`config.mk`:
```
export PLATFORM = sky130hd
export DESIGN_NAME = ov7670_config_seq
export DESIGN_NICKNAME = d
export VERILOG_FILES = /design/src/rtl/ov7670_config_seq.sv
export SDC_FILE = /design/constraint.sdc
export NUM_CORES = 1
export LEC_CHECK = 0
export CORE_MARGIN = 10
export CORE_UTILIZATION = 49
export CTS_CLUSTER_SIZE = 12
export DETAILED_ROUTE_END_ITERATION = 8
export PLACE_DENSITY_LB_ADDON = 0.08
export RECOVER_POWER = 50
export SLEW_MARGIN = 40
export SYNTH_ARGS = -nofsm -noshare
export SYNTH_HDL_FRONTEND = slang
export SYNTH_SLANG_ARGS = --single-unit
```
`constraint.sdc`:
```
create_clock -name clk -period 2.1 [get_ports clk]
set_clock_uncertainty 0.1 [all_clocks]
set_input_delay 0.21 -clock clk [delete_from_list [all_inputs] [get_ports clk]]
set_output_delay 0.21 -clock clk [all_outputs]
set_load 0.02 [all_outputs]
```
`src/rtl/ov7670_config_seq.sv`:
```
// OV7670 power-up sequencer: walks a table of {register, value} pairs and hands
// each one to the I2C sender, waiting a fixed time after the soft reset.
module ov7670_config_seq #(
  parameter logic [7:0]  CAM_ID       = 8'h42,
  parameter logic [23:0] DELAY_CYCLES = 24'd250_000
) (
  input  logic       clk,
  input  logic       rst,
  input  logic       start,
  input  logic       taken,
  output logic       send,
  output logic [7:0] id,
  output logic [7:0] regis,
  output logic [7:0] value,
  output logic       done,
  output logic       busy,
  output logic [5:0] cmd_index
);

  localparam logic [15:0] WORD_DELAY = 16'hFFF0;
  localparam logic [15:0] WORD_END   = 16'hFFFF;
  // A zero-length delay still spends one cycle in DELAY.
  localparam logic [23:0] DELAY_LOAD =
    (DELAY_CYCLES == 24'd0) ? 24'd0 : DELAY_CYCLES - 24'd1;

  typedef enum logic [1:0] {
    S_FETCH,
    S_SEND,
    S_DELAY,
    S_DONE
  } state_t;

  state_t      state_q, state_d;
  logic [5:0]  addr_q, addr_d;
  logic [23:0] counter_q, counter_d;
  logic [7:0]  regis_q, regis_d;
  logic [7:0]  value_q, value_d;
  logic        send_q, send_d;
  logic        done_q, done_d;
  logic [15:0] rom_word;

  always_comb begin
    rom_word = WORD_END;
    case (addr_q)
      6'd0:    rom_word = 16'h1280;
      6'd1:    rom_word = WORD_DELAY;
      6'd2:    rom_word = 16'h1204;
      6'd3:    rom_word = 16'h40D0;
      6'd4:    rom_word = 16'h8C00;
      6'd5:    rom_word = 16'h1101;
      6'd6:    rom_word = 16'h0C00;
      6'd7:    rom_word = 16'h3E00;
      default: rom_word = WORD_END;
    endcase
  end

  always_comb begin
    state_d   = state_q;
    addr_d    = addr_q;
    counter_d = counter_q;
    regis_d   = regis_q;
    value_d   = value_q;
    send_d    = send_q;
    done_d    = done_q;
    case (state_q)
      S_FETCH: begin
        {regis_d, value_d} = rom_word;
        if (rom_word == WORD_END) begin
          state_d = S_DONE;
          done_d  = 1'b1;
        end else if (rom_word == WORD_DELAY) begin
          state_d   = S_DELAY;
          counter_d = DELAY_LOAD;
          addr_d    = addr_q + 6'd1;
        end else begin
          state_d = S_SEND;
          send_d  = 1'b1;
        end
      end
      S_SEND: begin
        if (taken) begin
          send_d  = 1'b0;
          addr_d  = addr_q + 6'd1;
          state_d = S_FETCH;
        end
      end
      S_DELAY: begin
        send_d = 1'b0;
        if (counter_q == 24'd0) begin
          state_d = S_FETCH;
        end else begin
          counter_d = counter_q - 24'd1;
        end
      end
      S_DONE: begin
        send_d = 1'b0;
        done_d = 1'b1;
        if (start) begin
          addr_d  = 6'd0;
          done_d  = 1'b0;
          state_d = S_FETCH;
        end
      end
      default: begin
        state_d = S_FETCH;
        send_d  = 1'b0;
      end
    endcase
  end

  always_ff @(posedge clk or negedge rst) begin
    if (!rst) begin
      state_q   <= S_FETCH;
      addr_q    <= 6'd0;
      counter_q <= 24'd0;
      regis_q   <= 8'hFF;
      value_q   <= 8'hFF;
      send_q    <= 1'b0;
      done_q    <= 1'b0;
    end else begin
      state_q   <= state_d;
      addr_q    <= addr_d;
      counter_q <= counter_d;
      regis_q   <= regis_d;
      value_q   <= value_d;
      send_q    <= send_d;
      done_q    <= done_d;
    end
  end

  assign send      = send_q;
  assign id        = CAM_ID;
  assign regis     = regis_q;
  assign value     = value_q;
  assign done      = done_q;
  assign busy      = (state_q != S_DONE);
  assign cmd_index = addr_q;

endmodule

```
==> summary.txt <==
TritonCTS clock tree = built
part of the power in combinational logic = 57.4%
Min-Delay Path Depth = 1
Clk pin slew, worst setup/hold paths = 0.08 ns
clock share of power = 10.3%
uppermost layer routed = met4
die height = 92.0 µm
area occupied by multi-input gates = 1440 µm²
Slew HR = 31.0%
chip width = 92.0 µm
synthesized flop and latch total = 46
layout cell share with drive strength beyond 1 = 32.4%
clock root buffer = clkbuf_8
Least-Margin Pin Slew = 1.04 ns
CTS buffer count = 5
Internal Power = 2930 µW
setup TNS = -1.93 ns
worst slack at placement = -0.190 ns
smallest hold slack = 0.379 ns
Core Footprint = 5070 µm²
die area = 8470 µm²
Area growth, synth to finish = 37.5%
Fillers = 421
Setup crit end kind = register
Syn Area/Cell = 9.35 µm²
TritonRoute pass-1 iters = 4
via/cell ratio = 5.50
initial antenna violation count = 0
Final Instance Area = 3500 µm²
Nets = 358
Worst Hold Class = reg2reg
WL met1 = 2980 µm
Rows = 26
minimum clock period = 2.26 ns
net switching power = 2210 µW
Initial Utilization = 50.1%
initial drt markers = 154
PD cells = 1470 nW/µm²
GRT Util Overall = 15.7%
Worst Slack Setup Final = -0.161 ns
register area = 1170 µm²
DP Area = 3160 µm²
vias post-DR = 2289
drt drc = 0
Netlist Area Pre-Place = 2540 µm²
metal2 WL = 2940 µm
vias in the first global route = 2275
maximum VDD drop = 640 µV
final hold viol count = 0
Peak Freq = 0.442 GHz
fin util = 68.9%
Async SR Flop Fraction = 100%
largest net degree at the start of global routing = 23
detailed placement HPWL = 4610 µm
unique cell type count in the Yosys netlist = 47
Post-synth EDFFs = 0
CP arrival = 2.35 ns
Leakage = 0.00148 µW
max-cap check violation count = 0
yosys warns = 0
Clock Path Buffers = 2
Worst Path Max Fanout = 8
fin crit share = 108%
CTS sink cnt = 46
RSZ-0062 raised after global routing = true
Placer Congestion = 0.853
ANT nets after route = 0
dominant synthesized flop cell = dfrtp_1
htree depth = 2
Startpoint Class = register
Total Wirelength = 6400 µm
Seq pwr share = 32.3%
critical path type = reg2reg
Worst EP required = 2.19 ns
Slew Limit Fails = 0
IO buf count = 28
clk_lat worst skew = 0.30 ns
first-pass GRT wire length = 11200 µm
num ports = 37
Ant. Diodes = 0
worst reg2reg path depth = 7
grt ovf = 0
Syn Inst Count = 272
sw frac = 43.0%
register area share after synthesis = 45.9%
Wirelength per Cell = 15.4 µm
met3 wire length = 411 µm
failing checks = setup timing
# setup viols final = 21
status = finished, violations left
Yosys cell counts, types with 4 or more instances:
cell | n | area share (%)
nand3_1 | 11 | 2.2
dfstp_2 | 12 | 12
nand2_1 | 19 | 2.8
ha_1 | 9 | 4.4
clkbuf_1 | 8 | 1.2
buf_4 | 12 | 3.5
nor4_1 | 8 | 2.0
nor3_1 | 9 | 1.8
mux2i_1 | 10 | 3.9
dfrtp_1 | 34 | 33
nor2_1 | 26 | 3.8
a21oi_1 | 24 | 4.7
or4_1 | 4 | 1.2
inv_1 | 9 | 1.3
o41ai_1 | 4 | 1.4
o21ai_0 | 17 | 3.3
or3_1 | 5 | 1.2
nand4_1 | 7 | 1.7
worst max-delay path, cell delays in order, from the launching register on:
cell and delay [ns]:
dfrtp_1 0.40, inv_2 0.10, ha_4 0.12, or4b_4 0.45
or3_4 0.43, o21ai_4 0.31, buf_4 0.18, o21ai_1 0.06
per-stage QoR:
step                power [µW]  cells
detailed placement        4300    399
global route              5580    416
floorplan                 3170    278
finish                    5150    416
CTS                       4980    412
global placement          4250    399
area by class of cell:
cell class	instances	share of cell area, %
clock buffer	8	2.29
inverter	9	0.966
multi-input combinational	201	41.1
sequential	46	33.4
tap	70	2.50
timing repair buffer	82	19.7
per-layer routing:
metal  up-vias  track usage, %
li1       1119               -
met1      1106            21.4
met2        56            23.5
met3         8            4.32
met4         0            5.01
met5         -               0
flip-flops by register name, summed over array words and instances, names as in the netlist:
name       cells
done           1
regis          7
counter_q     24
cmd_index      6
send           1
state_q        2
value          5
final timing paths:
| kind | slack [ns] | to | startpoint |
|---|---|---|---|
| setup / recovery | -0.16 | counter_q[1]$_DFFE_PN0P_ | counter_q[1]$_DFFE_PN0P_ |
| hold / removal | 0.38 | counter_q[22]$_DFFE_PN0P_ | counter_q[22]$_DFFE_PN0P_ |
| setup reg to reg | -0.16 | counter_q[1]$_DFFE_PN0P_ | counter_q[1]$_DFFE_PN0P_ |
| hold reg to reg | 0.38 | counter_q[22]$_DFFE_PN0P_ | counter_q[22]$_DFFE_PN0P_ |
| max in group asynchronous | 0.40 | regis[4]$_DFFE_PN1P_ | rst |
| min in group asynchronous | 0.50 | counter_q[16]$_DFFE_PN0P_ | rst |
power groups by stage:
stage	Combinational [µW]	Clock, µW	Sequential (µW)
finish	2950	531	1660
global route	3270	583	1730
CTS	2810	545	1630
detailed placement	2670	0	1630
global placement	2640	0	1610
floorplan	1320	0	1850
placed cells by master, fill, tap and decap left out, types with 3 or more instances in the layout:
cell and n:
nor2_1 26, clkbuf_1 4, mux2i_1 10, nand4_1 7, nand3_1 9, inv_1 6, dfrtp_1 32, nor3_1 5
nor4_2 6, buf_6 3, o211ai_1 3, or3_1 4, conb_1 8, inv_2 3, clkdlybuf4s50_1 27, or4_4 3
a21oi_1 23, nor3_2 3, buf_4 48, clkbuf_8 5, dfstp_2 12, o21ai_0 14, nand2_1 19, ha_1 8
timing repair:
| action | in CTS | in global routing |
|---|---|---|
| buffers inserted | 4 | 5 |
| hold buffers | 1 | 0 |
| setup endpoints to repair | 20 | 28 |
| resized for setup | 20 | 25 |
| pin swaps | 4 | 6 |
| cloned | 0 | 0 |
| hold endpoints to repair | 15 | 0 |
kinds of logic after synthesis:
family | Yosys count | share of synthesized area [%]
AND/OR/NAND/NOR | 104 | 21.2
adder cells (fa/ha/maj) | 9 | 4.43
AO/OA/AOI/OAI | 66 | 16.1
flip-flops | 46 | 45.9
other | 2 | 0.295
buffers and inverters | 31 | 6.45
multiplexers | 13 | 5.27
XOR/XNOR | 1 | 0.345
Power figures use the tool's default switching activity.
